File: src/rtl/flag_register_stack_if.sv
// Bus between the control unit and the flag register stack.
// ov_sticky / ov_clr exist only when FLAG_STICKY_OV_EN is defined.
interface flag_register_stack_if #(
  parameter int NUM_FLAGS = 4,
  parameter int CNT_W     = 3
);
  logic [NUM_FLAGS-1:0] flags_in;
  logic [NUM_FLAGS-1:0] flag_we;
  logic                 update_en;
  logic                 push;
  logic                 pop;
  logic [NUM_FLAGS-1:0] flags_out;
  logic [CNT_W-1:0]     stack_count;
  logic                 stack_full;
  logic                 stack_empty;
  logic                 stack_err;
`ifdef FLAG_STICKY_OV_EN
  logic                 ov_clr;
  logic                 ov_sticky;
`endif

  // No valid/ready handshake: push, pop and update_en are single-cycle
  // commands, always accepted; an illegal stack command is reported on
  // stack_err the following cycle and otherwise ignored.
`ifdef FLAG_STICKY_OV_EN
  modport master (
    output flags_in, flag_we, update_en, push, pop, ov_clr,
    input  flags_out, stack_count, stack_full, stack_empty, stack_err, ov_sticky
  );
  modport slave (
    input  flags_in, flag_we, update_en, push, pop, ov_clr,
    output flags_out, stack_count, stack_full, stack_empty, stack_err, ov_sticky
  );
`else
  modport master (
    output flags_in, flag_we, update_en, push, pop,
    input  flags_out, stack_count, stack_full, stack_empty, stack_err
  );
  modport slave (
    input  flags_in, flag_we, update_en, push, pop,
    output flags_out, stack_count, stack_full, stack_empty, stack_err
  );
`endif
endinterface

File: src/rtl/flag_register_stack.sv
// Masked status-flag register with a LIFO save/restore stack for CALL/RET.
// Optional sticky overflow flag enabled by defining FLAG_STICKY_OV_EN.
module flag_register_stack #(
  parameter int NUM_FLAGS   = 4,
  parameter int STACK_DEPTH = 4,
  parameter int CNT_W       = $clog2(STACK_DEPTH + 1)
) (
  input logic                  clock,
  input logic                  reset,
  flag_register_stack_if.slave bus
);

  localparam int IDX_W = (STACK_DEPTH > 1) ? $clog2(STACK_DEPTH) : 1;

  logic [NUM_FLAGS-1:0] flags_q;
  logic [NUM_FLAGS-1:0] stack_mem [STACK_DEPTH];
  logic [CNT_W-1:0]     count_q;
  logic                 err_q;

  logic                 full;
  logic                 empty;
  logic                 do_push;
  logic                 do_pop;
  logic                 bad_op;
  logic [CNT_W-1:0]     rd_cnt;
  logic [IDX_W-1:0]     wr_idx;
  logic [IDX_W-1:0]     rd_idx;
  logic [NUM_FLAGS-1:0] pop_val;
  logic [NUM_FLAGS-1:0] upd_val;
  logic [NUM_FLAGS-1:0] flags_next;

  always_comb begin
    full    = (count_q == CNT_W'(STACK_DEPTH));
    empty   = (count_q == '0);
    do_push = bus.push && !bus.pop && !full;
    do_pop  = bus.pop && !bus.push && !empty;
    bad_op  = (bus.push && bus.pop) ||
              (bus.push && full) ||
              (bus.pop && empty);
    rd_cnt  = count_q - CNT_W'(1);
    wr_idx  = count_q[IDX_W-1:0];
    rd_idx  = rd_cnt[IDX_W-1:0];
    pop_val = stack_mem[rd_idx];
    upd_val = bus.update_en ? ((bus.flag_we & bus.flags_in) | (~bus.flag_we & flags_q))
                            : flags_q;
    // A legal restore wins over the live write in the same cycle.
    flags_next = do_pop ? pop_val : upd_val;
  end

  always_ff @(posedge clock) begin
    if (reset) begin
      flags_q <= '0;
      count_q <= '0;
      err_q   <= 1'b0;
    end else begin
      flags_q <= flags_next;
      err_q   <= bad_op;
      if (do_push)
        count_q <= count_q + CNT_W'(1);
      else if (do_pop)
        count_q <= rd_cnt;
    end
  end

  // Stack contents are don't-care after reset, so the array carries no reset.
  always_ff @(posedge clock) begin
    if (!reset && do_push)
      stack_mem[wr_idx] <= flags_q;
  end

`ifdef FLAG_STICKY_OV_EN
  logic ov_q;
  logic ov_set;

  always_comb begin
    ov_set = do_pop ? pop_val[3] : (bus.update_en && bus.flag_we[3] && bus.flags_in[3]);
  end

  always_ff @(posedge clock) begin
    if (reset)
      ov_q <= 1'b0;
    else if (ov_set)
      ov_q <= 1'b1;
    else if (bus.ov_clr)
      ov_q <= 1'b0;
  end

  assign bus.ov_sticky = ov_q;
`endif

  assign bus.flags_out   = flags_q;
  assign bus.stack_count = count_q;
  assign bus.stack_full  = full;
  assign bus.stack_empty = empty;
  assign bus.stack_err   = err_q;

endmodule

File: src/flat_wrapper.sv
// flat-port wrapper written by rule: the top's interface ports become plain ports
module flag_register_stack_flat 
#(
  parameter int NUM_FLAGS   = 4,
  parameter int STACK_DEPTH = 4,
  parameter int CNT_W       = $clog2(STACK_DEPTH + 1)
)
  (clock, reset, bus_flags_in, bus_flag_we, bus_update_en, bus_push, bus_pop, bus_flags_out, bus_stack_count, bus_stack_full, bus_stack_empty, bus_stack_err);
  flag_register_stack_if #(.NUM_FLAGS(NUM_FLAGS), .CNT_W(CNT_W)) bus_i ();
  input logic clock;
  input logic reset;
  input wire logic [$bits(bus_i.flags_in)-1:0] bus_flags_in;
  input wire logic [$bits(bus_i.flag_we)-1:0] bus_flag_we;
  input wire logic [$bits(bus_i.update_en)-1:0] bus_update_en;
  input wire logic [$bits(bus_i.push)-1:0] bus_push;
  input wire logic [$bits(bus_i.pop)-1:0] bus_pop;
  output wire logic [$bits(bus_i.flags_out)-1:0] bus_flags_out;
  output wire logic [$bits(bus_i.stack_count)-1:0] bus_stack_count;
  output wire logic [$bits(bus_i.stack_full)-1:0] bus_stack_full;
  output wire logic [$bits(bus_i.stack_empty)-1:0] bus_stack_empty;
  output wire logic [$bits(bus_i.stack_err)-1:0] bus_stack_err;
  assign bus_i.flags_in = bus_flags_in;
  assign bus_i.flag_we = bus_flag_we;
  assign bus_i.update_en = bus_update_en;
  assign bus_i.push = bus_push;
  assign bus_i.pop = bus_pop;
  assign bus_flags_out = bus_i.flags_out;
  assign bus_stack_count = bus_i.stack_count;
  assign bus_stack_full = bus_i.stack_full;
  assign bus_stack_empty = bus_i.stack_empty;
  assign bus_stack_err = bus_i.stack_err;
  flag_register_stack #(.NUM_FLAGS(NUM_FLAGS), .STACK_DEPTH(STACK_DEPTH), .CNT_W(CNT_W)) u_core (.clock(clock), .reset(reset), .bus(bus_i));
endmodule
File: config.mk
export PLATFORM = sky130hd
export DESIGN_NAME = flag_register_stack_flat
export DESIGN_NICKNAME = d
export VERILOG_FILES = /design/src/rtl/flag_register_stack_if.sv /design/src/rtl/flag_register_stack.sv /design/src/flat_wrapper.sv
export SDC_FILE = /design/constraint.sdc
export NUM_CORES = 1
export LEC_CHECK = 0
export CAP_MARGIN = 30
export CORE_UTILIZATION = 25
export DETAILED_ROUTE_END_ITERATION = 6
export SYNTH_ARGS = -nofsm -noshare
export SYNTH_HDL_FRONTEND = slang
export SYNTH_SLANG_ARGS = --single-unit
export TNS_END_PERCENT = 10
File: constraint.sdc
create_clock -name clock -period 2 [get_ports clock]
set_input_delay 0.3 -clock clock [delete_from_list [all_inputs] [get_ports clock]]
set_output_delay 0.3 -clock clock [all_outputs]
set_load 0.05 [all_outputs]
==> metrics.txt <==
Worst Setup End Kind output pin; Worst Path Required 1.70 ns; area of the multi-input gates between 400 and 500 µm²; register area share after synthesis 0.587; die area 0.00463 mm²; DP HPWL roughly 1900 µm; worst-margin pin slew 0.517 ns; WP buf/inv 2; most common cell after layout, fill and taps aside clkdlybuf4s50_1; port bufs 22; gpl congestion 0.839; post-CTS setup buffers 0; Layout Nets 134; CTS tree yes; fin crit share 0.944; Register-to-Register Path Depth 7; number of library cell types mapped by synthesis 23; TritonCTS Buffers 3; Achievable Freq 0.530 GHz; mapped cell area 0.00109 mm²; CTS root buf clkbuf_8; H-Tree Depth 1; crit path max-delay cell type clkdlybuf4s50_1; DRT Pass-1 Iters 4; die span in x 68.1 µm; Min-Delay Path Class register to register; post-route ant nets 0; CP peak stage delay between 0.8 and 0.9 ns; hold_buf cts 0; Die H ~70 µm; area delta synth->final 35.1%; Worst slew margin 0.655; Layout Utilization 0.361; Power Density 954 mW/mm²; leakage 0.000518 µW; FP Rows 23; worst skew pair latency 0.26 ns; Hold Crit Depth 2; Crit path depth 2; Clk pin slew, worst setup/hold paths roughly 0.090 ns; synthesis warning total 0; max-cap check violation count 0; register area 643 µm²; Final min period around 1.9 ns; RSZ-0062 raised after global routing no; number of hold violations in the final report 0; Cells after Synth 88; Clock Path Buffers 2; cells along the critical path buf_4 -> clkdlybuf4s50_1; DR iter-0 viols 10; IO Pins 23; Initial Util 0.267; gr ovfl total 0; detailed-route via count about 750; commonest cells after routing, fill and taps aside 20 x clkdlybuf4s50_1, 16 x edfxtp_1, 12 x nand2_1, 7 x nor2_1, 6 x dfxtp_1; Peak VDD IR around 0.44 mV; area fraction of the dominant cell type after synthesis 0.440; Filler cells 400; status finished clean; Synth area leader edfxtp_1; Final Setup Violations 0; Worst Path Class, Setup register to output pin; largest net degree at the start of global routing 15; Critical Path Fanout Max 7; DRC Markers 0; drt wl/cell around 15 µm; Worst Skew 0.00633 ns; Antenna diodes 0; Final Max Tran Viols 0; final WL roughly 2400 µm; Num Clock Sinks 24; FF+latch count, synth 24; syn_nets 107; Core Footprint 0.00409 mm²; first-pass GRT wire length approximately 3900 µm; crit path launch type register; initial antenna violation count 0; synth top area cells edfxtp_1 44%, dfxtp_1 15%, mux4_2 8.3%; layout cell share with drive strength beyond 1 0.158; vias in the first global route between 700 and 800; Avg Inst Size Synth 12.4 µm²; TNS Setup 0 ns; GRT Overall Usage 0.118; routed vias/inst 4.57; WP data arrival 1.59 ns; CTS-repair resized insts 0; cell family with most CP delay buffers and inverters
metrics by stage:
step	std cells	setup slack, ns	total power, µW	cell area [µm²]	hold slack (ns)
2_1_floorplan	88	0.0543	848	1100	0.436
3_3_place_gp	160	0.140	994	1400	0.508
3_5_place_dp	160	0.104	997	1400	0.497
4_1_cts	164	0.0999	1420	1470	0.513
5_1_grt	164	0.0498	1470	1470	0.529
6_report	164	0.112	1410	1470	0.514
layout make-up:
type	count	area share
sequential	24	0.436
multi-input combinational	57	0.284
timing repair buffer	25	0.178
tap	50	0.0424
clock buffer	3	0.0280
clock inverter	1	0.0204
inverter	4	0.0102
metal layers:
| layer | wire [µm] | track usage | share of wire | vias to the layer above |
|---|---|---|---|---|
| met3 | 54 | 0.0167 | 0.022 | 0 |
| met5 | 0 | 0 | 0 | - |
| met2 | 1260 | 0.206 | 0.52 | 12 |
| met1 | 1130 | 0.155 | 0.46 | 367 |
| li1 | - | - | - | 370 |
| met4 | 0 | 0.0260 | 0 | 0 |
path summary, 6_finish.rpt:
kind	start	to	slack (ns)
worst max-delay path	u_core.bus.stack_count[0]	bus_stack_count[0]	0.11
worst min-delay path	u_core.bus.stack_count[1]	u_core.bus.stack_count[1]	0.51
worst max register to register	u_core.bus.stack_count[1]	u_core.bus.stack_count[2]	0.33
worst min register to register	u_core.bus.stack_count[1]	u_core.bus.stack_count[1]	0.51
worst register-to-register path: stages, from the launching register on:
cell and delay, ns:
dfxtp_2 0.37, inv_1 0.08, ha_1 0.20, ha_2 0.21, nor3b_1 0.34, nor2b_1 0.20
a31oi_1 0.07, a21oi_1 0.13
where the power goes:
group	leakage, µW	internal [µW]	total, µW	switching (µW)
Combinational	0.000267	173	399	226
Clock	0.0000357	267	419	151
Sequential	0.000215	563	589	25.3
synthesized netlist by cell type:
cell type,number
and2b_1,1
nor2b_1,2
inv_1,4
edfxtp_1,16
nand2_2,1
a311oi_1,4
a31oi_1,1
buf_6,1
nor3b_1,1
xnor2_1,1
mux2_2,1
o21ai_0,2
dfxtp_1,8
nand2_1,12
nor2_1,7
ha_1,6
buf_1,1
mux4_2,4
nand3_1,5
clkbuf_1,1
and2_1,4
a21oi_1,4
nor3_1,1
logic make-up after synthesis:
logic type | count (synthesis) | synth area share
compound gates | 11 | 0.0654
xor+xnor | 1 | 0.00803
fa+ha+maj | 6 | 0.0688
buf+inv | 7 | 0.0310
flops | 24 | 0.587
mux | 5 | 0.0929
simple gates | 34 | 0.147
Note: power is estimated with default switching activity, not from simulation.
==> patch (same flow settings) <==
`NUM_FLAGS` is set to 4 in 3 places; all go to 5.
--- a/src/rtl/flag_register_stack_if.sv
+++ b/src/rtl/flag_register_stack_if.sv
@@ -3,3 +3,3 @@
 interface flag_register_stack_if #(
-  parameter int NUM_FLAGS = 4,
+  parameter int NUM_FLAGS = 5,
   parameter int CNT_W     = 3
--- a/src/rtl/flag_register_stack.sv
+++ b/src/rtl/flag_register_stack.sv
@@ -3,3 +3,3 @@
 module flag_register_stack #(
-  parameter int NUM_FLAGS   = 4,
+  parameter int NUM_FLAGS   = 5,
   parameter int STACK_DEPTH = 4,
--- a/src/flat_wrapper.sv
+++ b/src/flat_wrapper.sv
@@ -3,3 +3,3 @@
 #(
-  parameter int NUM_FLAGS   = 4,
+  parameter int NUM_FLAGS   = 5,
   parameter int STACK_DEPTH = 4,
Interface: changed (resized bus_flag_we, bus_flags_in and bus_flags_out); port bits go from 23 to 26. No check against the original RTL was run, so the function may have changed too.
==> patch against the original RTL <==
- sequential cell count is 5 higher
- cell area grew 17%
- total power up 14%
- area after synthesis is 19% higher
- routed wire length grew 21%
- hold slack better by 1.5 ps
- final cell count is 22% higher
- worst setup slack lost 41 ps
- count of clock-buffer cells in the layout rose by 4
- sequential power grew 21%
- critical endpoint unchanged
==> patch: results <==
group,metric,value,unit
route,drtIter0Drc,33,
finish,fin_nets,153,
clock_network,clockRootBuffer,"clkbuf_8",
clock_network,cts-resized-gates,0,
finish,register_area,783,sq um
place,io_buffers,25,
clock_network,clk_latency,270,ps
global_routing,grt_usage,0.121,
clock_network,postCtsSetupBuffers,0,
finish,drive_above_1_share,0.150,
place,place_area,0.00164,sq mm
global_routing,grt_pass1_vias,950,
logic_synthesis,synthDistinctLibCells,23,
logic_synthesis,ys_seq_area_frac,0.601,
global_routing,grt_pass1_wl,4730,microns
finish,fill_cells,469,
route,routed_via_density,4.47,
logic_synthesis,ys_async_sr_fraction,0,
route,routed_wl,2960,microns
logic_synthesis,synth_common_cells,"edfxtp_1, nand2_1, dfxtp_1, nor2_1, nand3_1",
clock_network,clkTransAtPathRegs,60,ps
route,drt_pass1_iterations,4,
place,dp_hpwl,2150,microns
logic_synthesis,ys_top_cells_by_area,"edfxtp_1, dfxtp_1, mux4_2",
clock_network,cts_buffers,5,
clock_network,cts_buffer_depth,2,
worst_hold_path,hold_path_class,"register to register",
place,gp_congestion,0.794,
global_routing,grt_max_degree,12,
outcome,status,"completed",
route,wl_met3,129,microns
finish,antenna_cells,0,
global_routing,antenna_found_initial,0,
clock_network,cts-htree-levels,2,
logic_synthesis,syn_nets,122,
logic_synthesis,ys_warn_count,0,
logic_synthesis,synth_enable_flop_cells,20,
sta,fin_skew,3.52,ps
worst_setup_path,cp_data_arrival_time,1630,ps
route,wirelength_met1,1350,microns
sta,max_slew_margin,0.666,
worst_setup_path,cp_max_fo,8,
route,highest_layer,"met4",
pwr,power.leakage,0.587,nW
route,dr_wl_met2,1470,microns
pwr,ir_drop,0.534,mV
-- patch: changes by cell type after synthesis, moves of 2 or more --
cell      delta
edfxtp_1     +4
nand2_1      +3
nand3_1      +2
nor2_1       +2
nor2b_1      -2
-- patch: cell families after synthesis --
logic type,Yosys count,synth area share
and+or+nand+nor,39,0.140
muxes,6,0.0953
xor gates and xnor gates,1,0.00674
DFF,29,0.601
adders and majority gates,6,0.0577
AOI/OAI and AO/OA,11,0.0597
buffers and inverters,9,0.0404
-- patch: path summary, 6_finish.rpt --
path | startpoint | to | slack [ps] | cells past startpoint
worst max-delay path | u_core.bus.stack_count[0] | bus_stack_count[0] | 70 | 2
worst min-delay path | u_core.bus.stack_count[1] | u_core.bus.stack_count[1] | 520 | 2
worst max register to register | u_core.bus.stack_count[1] | u_core.stack_mem[3][2] | 300 | 6
worst min register to register | u_core.bus.stack_count[1] | u_core.bus.stack_count[1] | 520 | 2
-- patch: critical path, stage by stage (launching register included) --
cell             delay [ps]
dfxtp_2                 330
buf_4                   200
clkdlybuf4s50_1         830
-- patch: routing by layer --
metal,up-vias,GRT usage
met5,-,0
met1,439,0.144
met2,23,0.202
li1,430,-
met4,0,0.0470
met3,2,0.0407
-- patch: final cells by class --
class | instances | area share
Inverter | 4 | 0.00873
Tap cell | 67 | 0.0488
Clock buffer | 7 | 0.0444
Multi-Input combinational cell | 63 | 0.273
Timing Repair Buffer | 29 | 0.167
Clock inverter | 1 | 0.00218
Sequential cell | 29 | 0.456
-- patch: stage by stage --
stage	hold slack [ps]	std cells	setup WS, ps
2_1_floorplan	436	101	49.0
5_1_grt	537	200	23.0
6_report	515	200	70.4
3_3_place_gp	506	192	137
4_1_cts	515	200	69.7
3_5_place_dp	501	192	74.8
-- patch: power by group --
part / internal [mW] / leakage [nW] / total (mW) / switching [mW]
Clock: 0.241 / 0.0399 / 0.442 / 0.201
Sequential: 0.683 / 0.260 / 0.714 / 0.0313
Combinational: 0.190 / 0.287 / 0.441 / 0.251
